$ cat config.mk
export PLATFORM = sky130hd
export DESIGN_NAME = hall_call_latch_flat
export DESIGN_NICKNAME = d
export VERILOG_FILES = /design/src/rtl/hall_call_latch_if.sv /design/src/rtl/hall_call_latch.sv /design/src/flat_wrapper.sv
export SDC_FILE = /design/constraint.sdc
export NUM_CORES = 1
export LEC_CHECK = 0
export BUFFER_PORTS_ARGS = -buffer_cell sky130_fd_sc_hd__buf_2
export CORE_UTILIZATION = 60
export DETAILED_ROUTE_END_ITERATION = 8
export HOLD_SLACK_MARGIN = 0.05
export PLACE_DENSITY = 0.78
export SYNTH_ARGS = -nofsm -noshare
export SYNTH_HDL_FRONTEND = slang
export SYNTH_SLANG_ARGS = --single-unit
$ cat constraint.sdc
create_clock -name clk -period 11.8 [get_ports clk]
set_input_delay 2.36 -clock clk [delete_from_list [all_inputs] [get_ports clk]]
set_output_delay 2.36 -clock clk [all_outputs]
set_load 0.03 [all_outputs]
$ cat src/rtl/hall_call_latch_if.sv
// rtl/hall_call_latch_if.sv - hall-call front-end signal bundle
// Purpose: groups the hall button inputs, car position/door status and the
//          latched request outputs of hall_call_latch.
// Signals:
//   up_btn, down_btn  raw asynchronous hall buttons, bit i is floor i
//   floor, open       current car floor and door-open indication
//   upreq, downreq    latched pending requests (registered)
//   pending_cnt       population count of upreq plus downreq
// Modports: master drives buttons/floor/open, slave is the latch itself.
interface hall_call_latch_if #(
  parameter int NUM_FLOORS = 10,
  parameter int FLOOR_BITS = $clog2(NUM_FLOORS),
  parameter int CNT_BITS   = $clog2(2*NUM_FLOORS+1)
);
  logic [NUM_FLOORS-1:0] up_btn;
  logic [NUM_FLOORS-1:0] down_btn;
  logic [FLOOR_BITS-1:0] floor;
  logic                  open;
  logic [NUM_FLOORS-1:0] upreq;
  logic [NUM_FLOORS-1:0] downreq;
  logic [CNT_BITS-1:0]   pending_cnt;

  modport master (
    output up_btn, down_btn, floor, open,
    input  upreq, downreq, pending_cnt
  );

  modport slave (
    input  up_btn, down_btn, floor, open,
    output upreq, downreq, pending_cnt
  );
endinterface

$ cat src/rtl/hall_call_latch.sv
// rtl/hall_call_latch.sv - synchronise, debounce and latch hall calls
// Purpose: every hall button goes through a 2-flop synchroniser and a
//          debounce FSM; an accepted press latches a pending request that is
//          cleared when the car stands at that floor with doors open.
// Ports:
//   clk     system clock, rising edge
//   resetN  asynchronous active-low reset
//   bus     hall_call_latch_if.slave (buttons, floor, open, upreq, downreq,
//           pending_cnt)
// Option: define HALL_CALL_CANCEL_EN to make a press on a pending call
//         cancel it (toggle); undefined, such a press is ignored.
module hall_call_latch #(
  parameter int NUM_FLOORS      = 10,
  parameter int FLOOR_BITS      = $clog2(NUM_FLOORS),
  parameter int DEBOUNCE_CYCLES = 4,
  parameter int CNT_BITS        = $clog2(2*NUM_FLOORS+1)
) (
  input logic             clk,
  input logic             resetN,
  hall_call_latch_if.slave bus
);
  // Bits 0..NUM_FLOORS-1 are up buttons, NUM_FLOORS..2*NUM_FLOORS-1 are down.
  localparam int NB = 2*NUM_FLOORS;
  localparam logic [7:0] DB_LAST = 8'(DEBOUNCE_CYCLES-1);

  typedef enum logic [1:0] {IDLE, PRESS_CNT, HELD, REL_CNT} state_t;

  logic [NB-1:0] sync1_q, sync2_q;
  state_t        state_q [NB];
  state_t        state_d [NB];
  logic [7:0]    cnt_q   [NB];
  logic [7:0]    cnt_d   [NB];
  logic [NB-1:0] press;
  logic [NB-1:0] clr;
  logic [NB-1:0] valid_mask;
  logic [NB-1:0] pend_q, pend_d;
  logic [CNT_BITS-1:0] pop;

  // No up call from the top floor, no down call from the ground floor.
  always_comb begin
    valid_mask                 = '1;
    valid_mask[NUM_FLOORS-1]   = 1'b0;
    valid_mask[NUM_FLOORS]     = 1'b0;
  end

  always_comb begin
    for (int i = 0; i < NB; i++) begin
      state_d[i] = state_q[i];
      cnt_d[i]   = cnt_q[i];
      press[i]   = 1'b0;
      case (state_q[i])
        IDLE: begin
          if (sync2_q[i]) begin
            if (DEBOUNCE_CYCLES == 1) begin
              state_d[i] = HELD;
              cnt_d[i]   = 8'd0;
              press[i]   = 1'b1;
            end else begin
              state_d[i] = PRESS_CNT;
              cnt_d[i]   = 8'd1;
            end
          end
        end
        PRESS_CNT: begin
          if (!sync2_q[i]) begin
            state_d[i] = IDLE;
            cnt_d[i]   = 8'd0;
          end else if (cnt_q[i] == DB_LAST) begin
            state_d[i] = HELD;
            cnt_d[i]   = 8'd0;
            press[i]   = 1'b1;
          end else begin
            cnt_d[i] = cnt_q[i] + 8'd1;
          end
        end
        HELD: begin
          if (!sync2_q[i]) begin
            // A single stable sample is already a complete release when
            // DEBOUNCE_CYCLES is 1.
            state_d[i] = (DEBOUNCE_CYCLES == 1) ? IDLE : REL_CNT;
            cnt_d[i]   = (DEBOUNCE_CYCLES == 1) ? 8'd0 : 8'd1;
          end
        end
        REL_CNT: begin
          if (sync2_q[i]) begin
            state_d[i] = HELD;
            cnt_d[i]   = 8'd0;
          end else if (cnt_q[i] == DB_LAST) begin
            state_d[i] = IDLE;
            cnt_d[i]   = 8'd0;
          end else begin
            cnt_d[i] = cnt_q[i] + 8'd1;
          end
        end
        default: begin
          state_d[i] = IDLE;
          cnt_d[i]   = 8'd0;
        end
      endcase
    end
  end

  // Service clear dominates any press event landing on the same edge; an
  // out-of-range floor simply matches no bit.
  always_comb begin
    for (int i = 0; i < NB; i++) begin
      clr[i]    = bus.open && (int'(bus.floor) == (i % NUM_FLOORS));
      pend_d[i] = pend_q[i];
      if (press[i]) begin
`ifdef HALL_CALL_CANCEL_EN
        pend_d[i] = ~pend_q[i];
`else
        pend_d[i] = 1'b1;
`endif
      end
      if (clr[i]) pend_d[i] = 1'b0;
    end
    pend_d = pend_d & valid_mask;
  end

  always_ff @(posedge clk or negedge resetN) begin
    if (!resetN) begin
      sync1_q <= '0;
      sync2_q <= '0;
      pend_q  <= '0;
      for (int i = 0; i < NB; i++) begin
        state_q[i] <= IDLE;
        cnt_q[i]   <= 8'd0;
      end
    end else begin
      sync1_q <= {bus.down_btn, bus.up_btn};
      sync2_q <= sync1_q;
      pend_q  <= pend_d;
      for (int i = 0; i < NB; i++) begin
        state_q[i] <= state_d[i];
        cnt_q[i]   <= cnt_d[i];
      end
    end
  end

  always_comb begin
    pop = '0;
    for (int i = 0; i < NB; i++) pop = pop + CNT_BITS'(pend_q[i]);
  end

  assign bus.upreq       = pend_q[NUM_FLOORS-1:0];
  assign bus.downreq     = pend_q[NB-1:NUM_FLOORS];
  assign bus.pending_cnt = pop;
endmodule

$ cat src/flat_wrapper.sv
// flat-port wrapper written by rule: the top's interface ports become plain ports
module hall_call_latch_flat 
#(
  parameter int NUM_FLOORS      = 10,
  parameter int FLOOR_BITS      = $clog2(NUM_FLOORS),
  parameter int DEBOUNCE_CYCLES = 4,
  parameter int CNT_BITS        = $clog2(2*NUM_FLOORS+1)
)
  (clk, resetN, bus_up_btn, bus_down_btn, bus_floor, bus_open, bus_upreq, bus_downreq, bus_pending_cnt);
  hall_call_latch_if #(.NUM_FLOORS(NUM_FLOORS), .FLOOR_BITS(FLOOR_BITS), .CNT_BITS(CNT_BITS)) bus_i ();
  input logic clk;
  input logic resetN;
  input wire logic [$bits(bus_i.up_btn)-1:0] bus_up_btn;
  input wire logic [$bits(bus_i.down_btn)-1:0] bus_down_btn;
  input wire logic [$bits(bus_i.floor)-1:0] bus_floor;
  input wire logic [$bits(bus_i.open)-1:0] bus_open;
  output wire logic [$bits(bus_i.upreq)-1:0] bus_upreq;
  output wire logic [$bits(bus_i.downreq)-1:0] bus_downreq;
  output wire logic [$bits(bus_i.pending_cnt)-1:0] bus_pending_cnt;
  assign bus_i.up_btn = bus_up_btn;
  assign bus_i.down_btn = bus_down_btn;
  assign bus_i.floor = bus_floor;
  assign bus_i.open = bus_open;
  assign bus_upreq = bus_i.upreq;
  assign bus_downreq = bus_i.downreq;
  assign bus_pending_cnt = bus_i.pending_cnt;
  hall_call_latch #(.NUM_FLOORS(NUM_FLOORS), .FLOOR_BITS(FLOOR_BITS), .DEBOUNCE_CYCLES(DEBOUNCE_CYCLES), .CNT_BITS(CNT_BITS)) u_core (.clk(clk), .resetN(resetN), .bus(bus_i));
endmodule
Word level (Yosys, flattened, before mapping) --
Cells that the tools add are included.
Storage, ports and cells: output and inout bits 25, logic and storage cells 651, flip-flop bits (word level) 238, input bits 27
Operators by class: reduce and logical (&&, ||, !) cells 83, $add $sub $neg 35, multiplexer cells 324, equal/unequal tests 153
Operators with widths (number):
- two-way mux 8 bit | 90
- one-hot mux 8 bit (4 select lines) | 18
- two-way mux 2 bit | 108
- adder 8 x 1 -> 8 bit (second input constant) | 18
- == test 8 x 2 -> 1 bit (second input constant) | 18
- one-hot mux 2 bit (4 select lines) | 18
- two-way mux 1 bit | 90
- adder 5 x 1 -> 5 bit | 16
- == test 2 bit (second input constant) | 36
- AND reduction 4 bit | 18
- inequality test 3 x 1 -> 1 bit (second input constant) | 18
- inequality test 3 bit (second input constant) | 18
- == test 2 x 1 -> 1 bit (second input constant) | 18
- logical NOT 2 bit | 18
- inequality test 2 x 1 -> 1 bit (second input constant) | 18
- inequality test 2 bit (second input constant) | 18
- AND reduction 2 bit | 18
- nonzero test 2 bit | 18
- == test 4 bit (second input constant) | 6
- logical AND 1 bit | 10
- == test 4 x 3 -> 1 bit (second input constant) | 2
- == test 4 x 2 -> 1 bit (second input constant) | 1
- logical NOT 4 bit | 1
- adder 1 x 1 -> 2 bit | 1

Logic depth before layout (Yosys ltp) --
Gate-level depths: netlist of run 1.
depth in word-level cells 17, depth in mapped cells 13, mapped depth without buffers 13

Worst setup path before layout of run 1 --
No wires, ideal clock.
kind flip-flop to output port, start register u_core.pend_q[0], end output bus_pending_cnt[2], stages on the path, launching flop included 10, arrival time 4092 ps, data required time 9440 ps, path buffers 0, slack 5348 ps, cell sequence dfrtp_1 -> ha_1 -> inv_1 -> fa_1 -> fa_1 -> fa_1 -> fa_1 -> fa_1 -> fa_1 -> xnor2_1
On the way: word-level cells in the longest chain between the ends 17
RTL lines:
- start: declaration | RTL line hall_call_latch.sv:36 | logic [NB-1:0] pend_q, pend_d;
- start signal: assignment | RTL line hall_call_latch.sv:133 | pend_q <= pend_d;
- adder 1 x 1 -> 2 bit | RTL line hall_call_latch.sv:143 | for (int i = 0; i < NB; i++) pop = pop + CNT_BITS'(pend_q[i]);
- adder 5 x 1 -> 5 bit (16 in series) | RTL line hall_call_latch.sv:143
- end: declaration | RTL line flat_wrapper.sv:19 | output wire logic [$bits(bus_i.pending_cnt)-1:0] bus_pending_cnt;
Every way passes these cells.

Worst setup path after layout of run 1 --
start register u_core.pend_q[1], end output bus_pending_cnt[4]
Same word-level chain as after synthesis.

==> flow_summary.ini, run 1 <==
[worst_hold_path]
min_from = u_core.sync1_q[8]$_DFF_PN0_
hp-class = flop to flop
min_path_cells = 0
whs_endpoint = u_core.sync2_q[8]$_DFF_PN0_

[finish]
area_growth_pct = 12.2
final_cell_area_sq_um = 12900
layout-drive-gt1-share_pct = 10.1
n_antenna_cell = 0
nets = 1243
fill_cells = 1386

[cts]
clkTransAtPathRegs_ns = 0.06
cts_tree = built
cts_num_sinks = 234
htree_num_levels = 1
clock_path_buffers = 3
cts_resized = 0
cts_setup_buffers = 0
cts_buffers = 25
cts_root_buf = clkbuf_16
clock_latency_ns = 0.52
postCtsHoldBufs = 0

[setup_path]
r2r-end = u_core.cnt_q[125]$_DFFE_PN0P_
cp.required_ns = 9.44
worstSetupPathType = flop to output pin
rrSetupSlack_ns = 9.44
cp_data_arrival_time_ns = 4.56
reg2reg_from = u_core.cnt_q[120]$_DFFE_PN0P_
end_kind = output pin
reg2reg_depth = 5
start_kind = flop
cp_max_fo = 3

[global_routing]
grt_util_all_layers_pct = 22.9
gr-usage-met1_pct = 31.4
antenna_found_initial = 1
busiest_layer = met2
grt_overflow_total = 0
grt_pass1_vias = 8242
grt_pass1_wl_microns = 37600
grt_max_degree = 108
grt.met2_usage_pct = 37.8
met3_usage_pct = 4.10

[route]
drtAntennaViolNets = 0
wl_microns = 21900
via_count = 8631
route.detailed.drc = 0
wl_per_cell_microns = 15.3
drt-initial-drc-count = 481
viasPerCell = 6.02
dr.pass1.iters = 5

[timing]
hold_viol_final = 0
period_minus_slack_ns = 6.92
finalMaxSlewViolations = 0
fin_crit_sh_pct = 58.6
fin_skew_ns = 0.0123
relSlewSlack_pct = 15.2
max_freq_ghz = 0.145
tightest_slew_ns = 1.26
fin_ws_ns = 4.88
rsz0062_at_grt = false
setup_tns_ns = 0
setup_viol_count_final = 0

[floorplanning]
chipWidth_microns = 140
start_util_pct = 61.3
rows = 50
dieHeight_microns = 140
dieArea_sq_um = 19700
pin_count = 52
coreArea_sq_um = 18700

[place]
pre_cts_slack_ns = 5.46
dp_hpwl_microns = 15000
placed_cell_area_sq_um = 11900
place.port_buffers = 47
gp_congestion = 0.846

[synthesis]
syn-mean-instance-area_sq_um = 10.2
dominantRegCellSynth = dfrtp_1
syn_inst = 1125
yosysWarnings = 0
synth_edf_count = 0
synth_cell_types = 65
ys_ff_latch = 234
yosysSeqAreaShare_pct = 51.0
syn_area_sq_um = 11500
async_flop_share_pct = 100

[outcome]
status = finished, final reports clean

[job]
cap_violations = 0
==> flip-flops by register name (all words and copies together), names as in the netlist, named ones only <==
| name | flops |
|---|---|
| u_core.cnt_q | 144 |
| u_core.pend_q | 18 |
| u_core.state_q | 18 |
| u_core.sync1_q | 18 |
| u_core.sync2_q | 18 |
==> layer usage <==
layer / vias up / routed length, microns / part of all wire, %
met2: 146 / 10300 / 47
met3: 35 / 943 / 4.3
met5: - / 13 / 0.059
met1: 4200 / 10300 / 47
li1: 4248 / - / -
met4: 2 / 405 / 1.9
==> synthesized netlist by cell type, types with 3 or more instances <==
cell	number	share of area, %
fa_1	12	2.1
and3_1	50	2.7
clkbuf_1	6	0.20
nor3_1	29	1.3
xor2_1	20	1.5
ha_1	23	2.5
a21o_1	23	1.5
a21oi_1	46	2.0
buf_2	11	0.48
xnor2_1	21	1.6
buf_4	3	0.20
a2111oi_0	4	0.31
nor4b_2	4	0.52
a211oi_2	5	0.55
nand2_1	106	3.5
dfrtp_1	234	51
nor4b_1	10	0.76
a221o_1	5	0.44
or3_1	7	0.38
a22o_1	25	1.9
mux2_2	4	0.39
o211a_1	5	0.44
a31oi_1	61	3.3
and4_1	3	0.23
a211oi_1	21	1.4
o21a_1	15	0.98
nor2b_1	4	0.22
nand3_1	55	2.4
inv_1	62	2.0
mux2i_1	6	0.52
o21ai_0	47	2.1
nand2b_1	24	1.3
and2_1	5	0.27
o21ai_1	4	0.17
nor3b_1	10	0.65
o211ai_1	5	0.33
a41oi_1	22	1.7
nor2_1	82	2.7
nand4_1	10	0.55
==> layout by cell type (no fill, tap or decap), types with 5 or more instances in the layout <==
cell type,n
nand2_1,106
a211oi_1,20
nor2_1,82
a22o_1,25
dfrtp_1,234
nand3_1,55
o21ai_0,47
nor3b_1,10
o211ai_1,5
nor4b_1,10
o211a_1,5
mux2i_1,6
a41oi_1,22
bufinv_16,7
nand4_1,10
nor3_1,29
o21a_1,15
xor2_1,20
or3_1,7
inv_1,62
a221o_1,5
a21o_1,23
fa_1,12
a21oi_1,46
and3_1,50
a211oi_2,6
buf_2,46
ha_1,23
and2_1,5
clkbuf_16,25
nand2b_1,24
a31oi_1,61
xnor2_1,21
==> worst max-delay path: stages (launching register included) <==
cell	delay (ns)
dfrtp_1	0.41
ha_1	0.28
inv_1	0.04
fa_1	0.46
fa_1	0.53
fa_1	0.55
fa_1	0.43
fa_1	0.41
fa_1	0.41
nor2b_1	0.15
o21a_1	0.13
buf_2	0.23
==> stage by stage <==
step	cells	hold slack [ns]	utilization, %
finish	1434	0.343	68.8
global route	1434	0.353	68.8
CTS	1434	0.344	68.8
detailed placement	1388	0.335	63.7
global placement	1388	0.333	63.7
floorplan	1126	0.331	-
==> cells by family (layout without fill, tap and decap cells) <==
family	count (synthesis)	in the layout	synth area share, %
AND/OR/NAND/NOR	417	417	18.8
AO/OA/AOI/OAI	302	302	18.2
flip-flops	234	234	51.0
buffers and inverters	83	157	3.00
XOR/XNOR	42	42	3.27
adder cells (fa/ha/maj)	35	35	4.60
multiplexers	11	11	1.01
other	1	2	0.0327
==> cell type report <==
class	count	area, sq um	area share (%)
clock buffer	29	671	5.21
clock inverter	17	279	2.17
inverter	62	233	1.81
multi-input combinational	809	5280	41.0
sequential	234	5860	45.5
tap	234	293	2.27
timing repair buffer	49	260	2.02
==> how the worst max path moves through the flow <==
stage	from	endpoint	slack, ns	cells past startpoint
detailed placement	u_core.pend_q[1]$_DFFE_PN0P_	bus_pending_cnt[4]	5.46	11
CTS	u_core.pend_q[0]$_DFFE_PN0P_	bus_pending_cnt[4]	4.83	11
floorplan	u_core.pend_q[0]$_DFFE_PN0P_	bus_pending_cnt[2]	5.35	9
global placement	u_core.pend_q[0]$_DFFE_PN0P_	bus_pending_cnt[2]	5.47	10
finish	u_core.pend_q[1]$_DFFE_PN0P_	bus_pending_cnt[4]	4.88	11
global route	u_core.pend_q[1]$_DFFE_PN0P_	bus_pending_cnt[4]	4.70	11
Power of run 1 is not shown: default switching activity piles up to over one toggle a cycle in this logic, so the estimate is an artifact.
==> run 2, diff against run 1 <==
--- a/config.mk
+++ b/config.mk
@@ -5,11 +5,12 @@
 export SDC_FILE = /design/constraint.sdc
 export NUM_CORES = 1
 export LEC_CHECK = 0
+export ABC_AREA = 1
 export BUFFER_PORTS_ARGS = -buffer_cell sky130_fd_sc_hd__buf_2
-export CORE_UTILIZATION = 60
+export CORE_UTILIZATION = 56
 export DETAILED_ROUTE_END_ITERATION = 8
 export HOLD_SLACK_MARGIN = 0.05
-export PLACE_DENSITY = 0.78
+export PLACE_DENSITY = 0.76
 export SYNTH_ARGS = -nofsm -noshare
 export SYNTH_HDL_FRONTEND = slang
 export SYNTH_SLANG_ARGS = --single-unit
==> constraint.sdc (replaced) <==
create_clock -name clk -period 5.9 [get_ports clk]
set_input_delay 1.18 -clock clk [delete_from_list [all_inputs] [get_ports clk]]
set_output_delay 1.18 -clock clk [all_outputs]
set_load 0.03 [all_outputs]
==> run 2 against run 1 <==
Wire length rose by 8.6%. Setup slack got worse by 4.6 ns. Utilization fell by 4.3 points. First-iteration DRC count rose by 11%. Die area rose by 15%. Via count rose by 16%. Clock skew fell by 0.0065 ns. Highest routed layer is now met4.
==> flow_summary.ini, run 2 <==
[global_routing]
grt_util_all_layers_pct = 22.1
grt_pass1_wl_microns = 40800
grt_overflow_total = 0
antenna_found_initial = 0
grt_max_degree = 126
grt_pass1_vias = 9334

[setup_path]
cp_max_fo = 3
cp_data_arrival_time_ns = 4.46
reg2reg_from = u_core.cnt_q[104]$_DFFE_PN0P_
crit_family = adder cells
path_buf_inv = 2
reg2reg_depth = 8
worstSetupPathType = flop to output pin
end_kind = output pin
cpPeakStageDelay_ns = 0.55
worst_path_max_delay_cell = fa_1
path_cells = ha_1, inv_1, fa_1, fa_1, fa_1, fa_1, fa_1, fa_1, xnor2_1, buf_2
crit_start = u_core.pend_q[0]$_DFFE_PN0P_
cp_common_cell = fa_1
cp.required_ns = 4.72
start_kind = flop
path_depth = 10

[synthesis]
yosysWarnings = 0
yosysSeqAreaShare_pct = 47.6
synth_top_family_by_area = simple AND/OR/NAND/NOR gates
synthAdderAreaFrac_pct = 4.29
syn_inst = 1584
synth_edf_count = 0
async_flop_share_pct = 100
dominantRegCellSynth = dfrtp_1
synthSimpleGateAreaFrac_pct = 29.7
syn_area_sq_um = 12300
yosysTopAreaCell = dfrtp_1
yosysMostFrequentCell = nand2_1
ys_top_cells_by_count = nand2_1 (443), inv_1 (246), dfrtp_1 (234)
synthTopCellsByArea = dfrtp_1 (48%), nand2_1 (14%), inv_1 (7.5%)
syn-mean-instance-area_sq_um = 7.76
synth_compound_area_share_pct = 6.72
synth_xor_area_share_pct = 3.21
ys_ff_latch = 234
netlist.area_leader.share_pct = 47.6
synthMuxAreaShare_pct = 0.265
synth_cell_types = 34

[cts]
clock_path_buffers = 3
cts_root_buf = clkbuf_16
cts_resized = 0
postCtsHoldBufs = 0
cts_tree = built
cts_num_sinks = 234
clkTransAtPathRegs_ns = 0.06
cts_buffers = 26
cts_setup_buffers = 0
clock_latency_ns = 0.52
htree_num_levels = 1

[worst_hold_path]
min_path_cells = 0
hp-class = flop to flop
min_from = u_core.sync1_q[18]$_DFF_PN0_

[timing]
setup_tns_ns = 0
setup_viol_count_final = 0
fin_skew_ns = 0.00579
rsz0062_at_grt = false
period_minus_slack_ns = 5.64
tightest_slew_ns = 0.914
fin_crit_sh_pct = 95.6
hold_viol_final = 0
finalMaxSlewViolations = 0
relSlewSlack_pct = 39.1
max_freq_ghz = 0.177

[finish]
fill_cells = 1749
layout-drive-gt1-share_pct = 7.71
final_cells = 1948
nets = 1716
final_common_cell = nand2_1
regMostFlops = u_core.cnt_q
n_antenna_cell = 0
largest_reg_flops = 144
area_growth_pct = 11.7
final_cell_mix = nand2_1 (443), inv_1 (246), dfrtp_1 (234)

[route]
via_count = 9997
wl_microns = 23800
route.detailed.drc = 0
wl_per_cell_microns = 12.2
viasPerCell = 5.13
dr.pass1.iters = 7
drt-initial-drc-count = 532
drtAntennaViolNets = 0

[floorplanning]
start_util_pct = 57.8
dieHeight_microns = 150
dieArea_sq_um = 22600
rows = 53
pin_count = 52
coreArea_sq_um = 21300
chipWidth_microns = 150

[job]
cap_violations = 0

[place]
gp_congestion = 0.859
dp_hpwl_microns = 17100
place.port_buffers = 47
placed_cells = 1901

[pwr]
ir_worst_vdd_v = 0.00216
cellPowerDensity_nw_per_um2 = 577
power.leakage_nw = 7.13

[outcome]
status = finished, final reports clean
==> run 2: cell count changes after synthesis, sizes merged, moves of 26 or more <==
cell / before / now
nand4: 10 / 45
o21ai: 51 / 92
nand2: 106 / 449
nand3: 55 / 148
a211oi: 26 / 0
nor2: 83 / 183
a31oi: 61 / 0
inv: 62 / 253
and3: 50 / 0
==> run 2: power breakdown <==
part           internal (W)  switching, W
clock               0.00103      0.000617
sequential          0.00194      0.000315
combinational       0.00135       0.00268
total               0.00432       0.00361
==> run 2: kinds of logic after synthesis <==
| group | after synthesis |
|---|---|
| flops | 234 |
| simple gates | 850 |
| mux | 3 |
| xor+xnor | 45 |
| fa+ha+maj | 35 |
| buf+inv | 261 |
| other cells | 1 |
| compound gates | 155 |
==> run 2: worst paths after layout <==
check | end | slack [ns]
setup reg to reg | flop | 4.38
min in group asynchronous | u_core.cnt_q[52]$_DFFE_PN0P_ | 0.74
hold / removal | u_core.sync2_q[18]$_DFF_PN0_ | 0.34
setup / recovery | bus_pending_cnt[2] | 0.26
hold reg to reg | u_core.sync2_q[18]$_DFF_PN0_ | 0.34
max in group asynchronous | u_core.cnt_q[31]$_DFFE_PN0P_ | 3.84
==> run 2: final cells by class <==
| class | count | area, sq um | share of cell area (%) |
|---|---|---|---|
| Clock buffer | 40 | 774 | 5.64 |
| Clock inverter | 7 | 110 | 0.801 |
| Inverter | 253 | 950 | 6.91 |
| Multi-Input combinational cell | 1090 | 5450 | 39.6 |
| Sequential cell | 234 | 5860 | 42.6 |
| Tap cell | 275 | 344 | 2.50 |
| Timing Repair Buffer | 49 | 260 | 1.89 |
==> run 2: routing by layer <==
layer / vias up / part of all wire [%] / track usage [%]
met4: 0 / 2.6 / 6.41
met1: 4647 / 46 / 28.7
met5: - / 0 / 0
li1: 5160 / - / -
met2: 149 / 47 / 37.9
met3: 41 / 4.1 / 3.79
==> run 2: worst reg2reg max path, cell delays in order (launching register included) <==
cell	delay [ns]
dfrtp_1	0.41
ha_1	0.26
nand2_1	0.09
nor2_1	0.20
inv_1	0.08
nand2_1	0.19
nand2_1	0.08
nand2_1	0.06
nand2_1	0.05
==> run 2: through the flow <==
stage | power (W) | hold WS [ns] | worst slack, ns | cell area [sq um] | util (%)
after floorplan | 0.00505 | 0.331 | 0.482 | 12300 | -
after global placement | 0.00617 | 0.332 | 0.834 | 12900 | 60.4
after detailed placement | 0.00632 | 0.335 | 0.785 | 12900 | 60.4
after CTS | 0.00800 | 0.346 | 0.229 | 13700 | 64.5
after global routing | 0.00858 | 0.350 | 0.0541 | 13700 | 64.5
final | 0.00793 | 0.343 | 0.262 | 13700 | 64.5
Note: power is estimated with default switching activity, not from simulation.
==> run 3, diff against run 2 <==
--- a/config.mk
+++ b/config.mk
@@ -7,10 +7,11 @@
 export LEC_CHECK = 0
 export ABC_AREA = 1
 export BUFFER_PORTS_ARGS = -buffer_cell sky130_fd_sc_hd__buf_2
-export CORE_UTILIZATION = 56
+export CORE_ASPECT_RATIO = 0.7
+export CORE_UTILIZATION = 60
 export DETAILED_ROUTE_END_ITERATION = 8
 export HOLD_SLACK_MARGIN = 0.05
-export PLACE_DENSITY = 0.76
+export PLACE_DENSITY = 0.78
 export SYNTH_ARGS = -nofsm -noshare
 export SYNTH_HDL_FRONTEND = slang
 export SYNTH_SLANG_ARGS = --single-unit
==> constraint.sdc (replaced) <==
create_clock -name clk -period 6.2 [get_ports clk]
set_input_delay 1.24 -clock clk [delete_from_list [all_inputs] [get_ports clk]]
set_output_delay 1.24 -clock clk [all_outputs]
set_load 0.03 [all_outputs]
==> run 3 against run 2 <==
Combinational power is essentially flat. Cell area decreased by 0.67%. Register-to-register slack better by 0.36 ns. Global-route usage up 1.8 points. Wire length rose by 2.7%. Die area down 6.5%. Critical path type unchanged. Critical endpoint is now bus_pending_cnt[4].
==> flow_summary.ini, run 3 (same netlist as run 2, synthesis figures left out) <==
[setup_path]
path_cells = ha_1, inv_1, fa_1, fa_1, fa_1, fa_1, fa_1, fa_1, o21ai_0, buf_2
start_kind = flop
reg2reg_depth = 7
rrSetupSlack_ns = 4.74
worstSetupPathType = flop to output pin
cp_max_fo = 3
cp_common_cell = fa_1
end_kind = output pin
cpPeakStageDelay_ns = 0.54
worst_path_max_delay_cell = fa_1
reg2reg_from = u_core.cnt_q[48]$_DFFE_PN0P_
cp_data_arrival_time_ns = 4.50
cp.required_ns = 4.96

[cts]
clkTransAtPathRegs_ns = 0.06
clock_path_buffers = 3
cts_num_sinks = 234
cts_tree = built
cts_root_buf = clkbuf_16
clock_latency_ns = 0.51
cts_resized = 0
htree_num_levels = 1
postCtsHoldBufs = 0
cts_setup_buffers = 0
cts_buffers = 24

[floorplanning]
chipWidth_microns = 173
dieHeight_microns = 122
pin_count = 52
start_util_pct = 61.6
coreArea_sq_um = 20000
rows = 43
dieArea_sq_um = 21100

[place]
placed_cell_area_sq_um = 12800
dp_hpwl_microns = 17800
pre_cts_slack_ns = 0.962
gp_congestion = 0.843
place.port_buffers = 47

[finish]
final_cell_mix = nand2_1 (443), inv_1 (246), dfrtp_1 (234)
area_growth_pct = 11.0
n_antenna_cell = 0
nets = 1714
final_common_cell = nand2_1
regMostFlops = u_core.cnt_q
final_cell_area_sq_um = 13600
largest_reg_flops = 144
layout-drive-gt1-share_pct = 7.79

[route]
via_count = 9996
drtAntennaViolNets = 0
wl_microns = 24400
drt-initial-drc-count = 705
dr.pass1.iters = 5
route.detailed.drc = 0
viasPerCell = 5.16
wl_per_cell_microns = 12.6

[timing]
fin_crit_sh_pct = 92.6
tightest_slew_ns = 0.787
fin_ws_ns = 0.461
rsz0062_at_grt = false
max_freq_ghz = 0.174
fin_skew_ns = 0.0117
hold_viol_final = 0
period_minus_slack_ns = 5.74
setup_tns_ns = 0
setup_viol_count_final = 0
finalMaxSlewViolations = 0
fin_worst_hold_slack_ns = 0.344
relSlewSlack_pct = 47.5

[pwr]
cellPowerDensity_nw_per_um2 = 560
p_clk_share_pct = 18.9
power.switching_w = 0.00366
power.leakage_nw = 7.09
switching_share_pct = 48.0
power.internal_w = 0.00397
ir_worst_vdd_v = 0.000693
power_frac_seq_pct = 28.1
combPwrFrac_pct = 52.9

[worst_hold_path]
whs_endpoint = u_core.sync2_q[13]$_DFF_PN0_
min_from = u_core.sync1_q[13]$_DFF_PN0_
min_path_cells = 0
hp-class = flop to flop

[global_routing]
grt_pass1_vias = 9085
grt_overflow_total = 0
grt_max_degree = 109
grt_util_all_layers_pct = 23.9
antenna_found_initial = 0
grt_pass1_wl_microns = 41800

[outcome]
status = finished, final reports clean

[job]
cap_violations = 0
-- run 3: cell type report --
cell class | count | area (sq um)
inverter | 253 | 950
timing repair buffer | 49 | 260
multi-input combinational | 1090 | 5450
clock buffer | 34 | 719
sequential | 234 | 5860
fill | 1564 | 6310
tap | 270 | 338
clock inverter | 9 | 78.8
-- run 3: critical path: cells and delay by family, from the launching register on --
family / cells / cell delay (ns)
AO/OA/AOI/OAI: 1 / 0.25
adder cells (fa/ha/maj): 7 / 3.04
buffers and inverters: 2 / 0.30
flip-flops: 1 / 0.39
-- run 3: power groups by stage --
stage | clock [W] | sequential [W] | combinational (W)
after floorplan | 0 | 0.00221 | 0.00262
after global placement | 0 | 0.00214 | 0.00394
after detailed placement | 0 | 0.00217 | 0.00403
after CTS | 0.00147 | 0.00214 | 0.00405
after global routing | 0.00154 | 0.00220 | 0.00445
final | 0.00144 | 0.00215 | 0.00404
-- run 3: worst max-delay path by stage --
stage                          to                         start
2_1_floorplan  bus_pending_cnt[4]  u_core.pend_q[0]$_DFFE_PN0P_
3_3_place_gp   bus_pending_cnt[4]  u_core.pend_q[0]$_DFFE_PN0P_
3_5_place_dp   bus_pending_cnt[4]  u_core.pend_q[0]$_DFFE_PN0P_
4_1_cts        bus_pending_cnt[4]  u_core.pend_q[0]$_DFFE_PN0P_
5_1_grt        bus_pending_cnt[4]  u_core.pend_q[0]$_DFFE_PN0P_
6_report       bus_pending_cnt[4]  u_core.pend_q[0]$_DFFE_PN0P_
-- run 3: stage by stage --
| stage | total power (W) | utilization [%] | std cells |
|---|---|---|---|
| floorplan | 0.00484 | - | 1585 |
| global placement | 0.00608 | 64.4 | 1896 |
| detailed placement | 0.00619 | 64.4 | 1896 |
| CTS | 0.00766 | 68.4 | 1939 |
| global route | 0.00818 | 68.4 | 1939 |
| finish | 0.00764 | 68.4 | 1939 |
-- run 3: routing by layer --
layer / part of all wire [%] / global-route usage [%] / vias up / routed length (microns)
met5: 0 / 0 / - / 0
met4: 1.2 / 4.42 / 0 / 284
met3: 4.2 / 3.46 / 24 / 1010
li1: - / - / 5159 / -
met2: 45 / 37.9 / 184 / 10900
met1: 50 / 35.5 / 4629 / 12200
